File: config.mk
export PLATFORM = sky130hd
export DESIGN_NAME = ex_mem_skid
export DESIGN_NICKNAME = d
export VERILOG_FILES = /design/src/rtl/ex_mem_skid.sv
export SDC_FILE = /design/constraint.sdc
export NUM_CORES = 1
export LEC_CHECK = 0
export ABC_AREA = 1
export ABC_CLOCK_PERIOD_IN_PS = 4300
export CORE_MARGIN = 2
export CORE_UTILIZATION = 39
export DETAILED_ROUTE_END_ITERATION = 16
export PLACE_DENSITY_LB_ADDON = 0.05
export SLEW_MARGIN = 20
export SYNTH_ARGS = -nofsm -noshare
export SYNTH_HDL_FRONTEND = slang
export SYNTH_SLANG_ARGS = --single-unit
File: constraint.sdc
create_clock -name clk -period 4.3 [get_ports clk]
set_clock_uncertainty 0.1 [all_clocks]
set_input_delay 0.43 -clock clk [delete_from_list [all_inputs] [get_ports clk]]
set_output_delay 0.43 -clock clk [all_outputs]
set_load 0.01 [all_outputs]
File: src/rtl/ex_mem_skid.sv
// ex_mem_skid
// -----------
// EX->MEM pipeline register with a valid/ready handshake and a 2-entry skid
// buffer. The main register drives the mem_* outputs. The skid register takes
// one extra EX result when MEM stalls, so EX never loses a result it handed
// over. Every output comes straight from a register or from the state, so
// mem_ready has no combinational path to ex_ready.
//
// Ports:
//   clk, rst          clock; synchronous active-high reset
//   flush             discard every buffered entry (mispredict/exception)
//   ex_valid/ex_ready handshake with EX; ex_* is the EX result payload
//   mem_valid/mem_ready handshake with MEM; mem_* is the head entry payload
//   occupancy         number of entries held (0, 1 or 2)
module ex_mem_skid #(
  parameter int DATA_W = 32,
  parameter int ADDR_W = 5,
  parameter int OP_W   = 8
) (
  input  logic              clk,
  input  logic              rst,
  input  logic              flush,
  input  logic              ex_valid,
  output logic              ex_ready,
  input  logic [OP_W-1:0]   ex_aluop,
  input  logic [ADDR_W-1:0] ex_wd,
  input  logic              ex_wreg,
  input  logic [DATA_W-1:0] ex_wdata,
  input  logic [DATA_W-1:0] ex_sdata,
  output logic              mem_valid,
  input  logic              mem_ready,
  output logic [OP_W-1:0]   mem_aluop,
  output logic [ADDR_W-1:0] mem_wd,
  output logic              mem_wreg,
  output logic [DATA_W-1:0] mem_wdata,
  output logic [DATA_W-1:0] mem_sdata,
  output logic [1:0]        occupancy
);

  localparam int PAY_W = OP_W + ADDR_W + 1 + 2 * DATA_W;

  // EMPTY: nothing held; FULL: main only; SKID: main plus skid.
  typedef enum logic [1:0] {
    EMPTY = 2'd0,
    FULL  = 2'd1,
    SKID  = 2'd2
  } state_t;

  state_t           state;
  state_t           state_next;
  logic [PAY_W-1:0] ex_pay;
  logic [PAY_W-1:0] main_q;
  logic [PAY_W-1:0] skid_q;
  logic             accept;
  logic             consume;
  logic             load_main_ex;
  logic             load_main_skid;
  logic             load_skid;
  logic             clear_main;

  assign ex_pay = {ex_aluop, ex_wd, ex_wreg, ex_wdata, ex_sdata};
  assign {mem_aluop, mem_wd, mem_wreg, mem_wdata, mem_sdata} = main_q;

  // Handshake status depends on state alone; nothing here looks at mem_ready.
  assign ex_ready  = (state != SKID);
  assign mem_valid = (state != EMPTY);
  assign accept    = ex_valid && ex_ready;
  assign consume   = mem_valid && mem_ready;

  always_comb begin
    occupancy = 2'd0;
    case (state)
      FULL:    occupancy = 2'd1;
      SKID:    occupancy = 2'd2;
      default: occupancy = 2'd0;
    endcase
  end

  // Next state and payload-movement strobes. The main payload is cleared
  // whenever main goes invalid so mem_* reads all zero while mem_valid is low.
  always_comb begin
    state_next     = state;
    load_main_ex   = 1'b0;
    load_main_skid = 1'b0;
    load_skid      = 1'b0;
    clear_main     = 1'b0;
    case (state)
      EMPTY: begin
        if (accept) begin
          state_next   = FULL;
          load_main_ex = 1'b1;
        end
      end
      FULL: begin
        if (accept && consume) begin
          load_main_ex = 1'b1;
        end else if (accept) begin
          state_next = SKID;
          load_skid  = 1'b1;
        end else if (consume) begin
          state_next = EMPTY;
          clear_main = 1'b1;
        end
      end
      SKID: begin
        // ex_ready is low here, so only a consume can happen.
        if (consume) begin
          state_next     = FULL;
          load_main_skid = 1'b1;
        end
      end
      default: begin
        state_next = EMPTY;
        clear_main = 1'b1;
      end
    endcase
  end

  // rst and flush have identical effect, so they share one branch.
  always_ff @(posedge clk) begin
    if (rst || flush) begin
      state <= EMPTY;
    end else begin
      state <= state_next;
    end
  end

  always_ff @(posedge clk) begin
    if (rst || flush) begin
      main_q <= '0;
      skid_q <= '0;
    end else begin
      if (load_main_ex) begin
        main_q <= ex_pay;
      end else if (load_main_skid) begin
        main_q <= skid_q;
      end else if (clear_main) begin
        main_q <= '0;
      end
      if (load_skid) begin
        skid_q <= ex_pay;
      end
    end
  end

endmodule

== After elaboration in Yosys (flattened, before gate mapping) ==
Index checks and enable logic that the tools add are counted.

* Order comparisons: 0
* Reduce and logical (&&, ||, !) cells: 9
* Muxes and demuxes: 20
* Bitwise operators: 0
* Div/mod/pow operators: 0
* Shifts and indexed selects: 0
* Add/subtract/negate cells: 0
* Multiply operators: 0
* Equal/unequal tests: 7

{| class="wikitable"
|+ Operator list
! cell !! number
|-
| $mux 78 || 3
|-
| $mux 2 || 5
|-
| $mux 1 || 8
|-
| $ne 2x2->1 const B || 4
|-
| $pmux 2 s3 || 1
|-
| $pmux 1 s2 || 2
|-
| $pmux 2 s2 || 1
|-
| $reduce_and 4->1 || 1
|-
| $logic_and 1x1->1 || 3
|-
| $ne 3x3->1 const B || 1
|-
| $reduce_bool 3->1 || 1
|-
| $eq 2x1->1 const B || 1
|-
| $eq 2x2->1 const B || 1
|-
| $logic_not 2->1 || 1
|-
| $reduce_bool 2->1 || 1
|-
| $reduce_or 2->1 || 1
|-
| $logic_or 1x1->1 || 1
|}

* Bits in latches: 0
* Output and inout port bits: 82
* Register bits: 158
* Memories: 0
* Bits in read-only memories: 0
* Memory bits (writable): 0

== Depth between registers and ports, before layout ==
* Depth in word-level cells: 9
* Depth in mapped cells: 9
* Depth with buffers taken out: 6

== Worst setup path after synthesis ==
No wires, ideal clock.

* Kind: input -> register
* Start point: input mem_ready
* End point: register main_q[41]
* Stages: 9
* Arrival: 1.292 ns
* Library setup time: 0.132 ns
* Path slack: 2.776 ns
* Path buffers: 3
* Cell sequence: buf_2 > inv_2 > nand2_4 > nand2_2 > buf_2 > buf_6 > nand2_1 > nand2_1 > a21oi_1

* Longest elaborated chain between the ends: 6
* Elaborated cells between the ends (all ways): 12
* Classes of those cells: mux (9); reduce/logical (3)

{| class="wikitable"
|+ Ends and longest elaborated chain
! what !! RTL line !! text
|-
| start: declaration || 31 || <nowiki>input logic mem_ready,</nowiki>
|-
| $logic_and 1x1->1 * || 68 || <nowiki>assign consume = mem_valid && mem_ready;</nowiki>
|-
| $mux 1 || 100, 107 ||
|-
| $mux 1 || 97 || <nowiki>end else if (accept) begin</nowiki>
|-
| $mux 1 || 95 || <nowiki>if (accept && consume) begin</nowiki>
|-
| $pmux 1 s2 || 87 || <nowiki>case (state)</nowiki>
|-
| $reduce_bool 3->1 (no line) || n/a ||
|-
| end signal: assignment || 134 || <nowiki>main_q <= ex_pay;</nowiki>
|-
| end signal: assignment || 136 || <nowiki>main_q <= skid_q;</nowiki>
|-
| end: declaration || 52 || <nowiki>logic [PAY_W-1:0] main_q;</nowiki>
|}

Every way passes the cells marked *; elsewhere a longest branch is shown, timed or not.
A chain may end at the register's enable or synchronous reset.

== Worst setup path in the final report ==
* Start point: register state[1]
* End point: register main_q[29]

* Longest elaborated chain between the ends: 7
* Elaborated cells between the ends (all ways): 20
* Classes of those cells: eq/ne (3); mux (10); reduce/logical (7)

{| class="wikitable"
|+ Ends and longest elaborated chain
! what !! RTL line !! text
|-
| start: declaration || 49 || <nowiki>state_t state;</nowiki>
|-
| start signal: assignment || 124 || <nowiki>state <= state_next;</nowiki>
|-
| $reduce_bool 2->1 || 66 || <nowiki>assign mem_valid = (state != EMPTY);</nowiki>
|-
| $logic_and 1x1->1 || 68 ||
|-
| $mux 1 || 100, 107 ||
|-
| $mux 1 || 97 ||
|-
| $mux 1 || 95 ||
|-
| $pmux 1 s2 || 87 ||
|-
| $reduce_bool 3->1 (no line) || n/a ||
|}

Parallel ways exist; a longest one is shown, timed or not.

==> impl_metrics.yaml <==
place:
  dp_hpwl_um: 11800
  place_area_um2: 8760
  gp_congestion: 0.730
  dp.cells: 1290
  port_buffers: 164
die:
  die_y_um: 140
  die_area_um2: 19600
  coreArea_um2: 18000
  io_pins: 165
  row_count: 49
  initial_core_util: 0.400
  fp.dieW_um: 140
logic_synthesis:
  syn-cell-area_um2: 7200
  ys_seq_area_frac: 0.439
  yosys_register_bits: 158
  syn_nets: 1069
  syn_inst: 986
  ys_types: 21
  syn_area_per_cell_um2: 7.30
  yosysWarnings: 0
worst_setup_path:
  cp_data_arrival_time_ns: 2.81
  end_kind: "flip-flop"
  worstSetupPathType: "flip-flop to flip-flop"
  worst_ep_required_time_ns: 4.47
  crit_path_max_fanout: 79
  crit_path_start_kind: "flip-flop"
  reg2reg_slack_ns: 1.66
layout:
  drive_gt1_frac: 0.0512
  area_growth_pct: 29.8
  instances_no_fill: 1322
  layout.nets: 1163
  final_area_um2: 9350
  diodes: 0
  fillers: 1846
clock_tree:
  cts_tree: "built"
  cts_hold_buffers: 0
  clock-sinks: 158
  htree_levels: 4
  cts_root_buf: "clkbuf_16"
  post_cts_buffers: 0
  cts_resized: 0
  clkTransAtPathRegs_ns: 0.06
  clkLatencyLatePin_ns: 0.42
  numCtsBuffers: 17
  ctsLongestPathBuffers: 2
sta:
  drv_slew: 0
  finalCriticalPeriod_ns: 2.64
  setup_viol: 0
  fmax_ghz: 0.379
  hold_viol: 0
  worstMarginPinSlew_ns: 1.06
  rsz0062_at_grt: "no"
  maxSlewHeadroom: 0.294
  holdWs_ns: 0.382
  timing.final.crit_share: 0.613
  fin_setup_tns_ns: 0
pwr:
  clkPwrFrac: 0.435
  power_density_nw_per_um2: 375
  total_power_mw: 3.51
  power_frac_seq: 0.436
  internal_power_mw: 2.60
  p_leak_nw: 3.72
  power.share.switching: 0.260
  p_sw_mw: 0.911
  comb_power_share: 0.129
  vdd_drop_max_v: 0.000260
route:
  wirelength_um: 22500
  wl_per_cell_um: 17.0
  firstDrtPassIters: 5
  drtAntennaViolNets: 0
  drc: 0
  drt_iter0_drc: 537
  viasPerCell: 5.41
  vias: 7148
global_route:
  grt_max_degree: 82
  antenna_found_initial: 0
  grt_overflow_total: 0
  grt_pass1_vias: 6678
  grt_use_total: 0.226
  grt_pass1_wl_um: 36100
run_status:
  status: "complete, no violations"
run:
  drv_cap: 0
min_path:
  hold_path_class: "flip-flop to flip-flop"
## layout by cell type (no fill, tap or decap), types with 8 or more instances in the layout
master | netlist | routed
nor2_1 | 159 | 159
o21ai_0 | 72 | 72
nand3b_1 | 78 | 78
nand2_1 | 164 | 164
dfxtp_1 | 158 | 157
clkdlybuf4s50_1 | 0 | 163
nand4_1 | 79 | 79
clkbuf_16 | 0 | 17
buf_4 | 5 | 8
nand3_1 | 79 | 79
a21oi_1 | 78 | 78
## cells by family (layout without fill, tap and decap cells)
family,count (synthesis),in the layout,synth area share
AOI/OAI and AO/OA,156,156,0.108
and+or+nand+nor,567,567,0.383
DFF,158,158,0.439
buffers and inverters,105,212,0.0697
## sequential cells by signal, indices dropped and copies added, names as in the netlist
register,count
state,2
main_q,78
skid_q,78
## final cells by class
cell class | instances | area [µm²] | area share
multi-input cells | 723 | 3560 | 0.381
clock buffers | 20 | 457 | 0.0488
flip-flops and latches | 158 | 3170 | 0.339
well taps | 229 | 287 | 0.0306
clock inverters | 12 | 136 | 0.0146
inverters | 7 | 26.3 | 0.00281
repair buffers | 173 | 1720 | 0.184
## cell usage after synthesis (all sizes together)
cell | n | share of area
a21oi | 78 | 0.054
buf | 52 | 0.042
clkbuf | 46 | 0.024
dfxtp | 158 | 0.44
inv | 7 | 0.0036
nand2 | 168 | 0.090
nand3 | 80 | 0.056
nand3b | 78 | 0.081
nand4 | 79 | 0.069
nor2 | 162 | 0.087
o21ai | 78 | 0.054
## stage by stage
stage	setup WS, ns	utilization
final	1.66	0.519
after global routing	1.51	0.519
after CTS	1.70	0.519
after detailed placement	1.71	0.486
after global placement	1.74	0.486
after floorplan	2.78	-
## power groups by stage
stage               clock (mW)  sequential (mW)  combinational, mW
CTS                       1.55             1.53              0.458
global route              1.61             1.53              0.496
finish                    1.52             1.53              0.453
detailed placement           0             1.56              0.456
floorplan                    0             1.57              0.225
global placement             0             1.56              0.456
## path summary, 6_finish.rpt
| check | startpoint | to | depth (start not counted) |
|---|---|---|---|
| max | state[1] | main_q[29] | 6 |
| max reg2reg | state[1] | main_q[29] | 6 |
| min reg2reg | main_q[12] | main_q[12] | 2 |
| min | main_q[12] | main_q[12] | 2 |
## metal layers
metal	up-vias	routed length, µm	track usage
met1	3387	10700	0.310
met4	0	291	0.0626
li1	3546	-	-
met5	-	0	0
met3	19	1120	0.0393
met2	196	10300	0.367
## critical path, stage by stage, from the launching register on
cell and delay (ns):
dfxtp_4 0.52, buf_4 0.67, nand2_1 0.10, nand2_1 0.16
nand2_4 0.51, nand3_1 0.26, a21oi_1 0.10
Power figures use the tool's default switching activity.
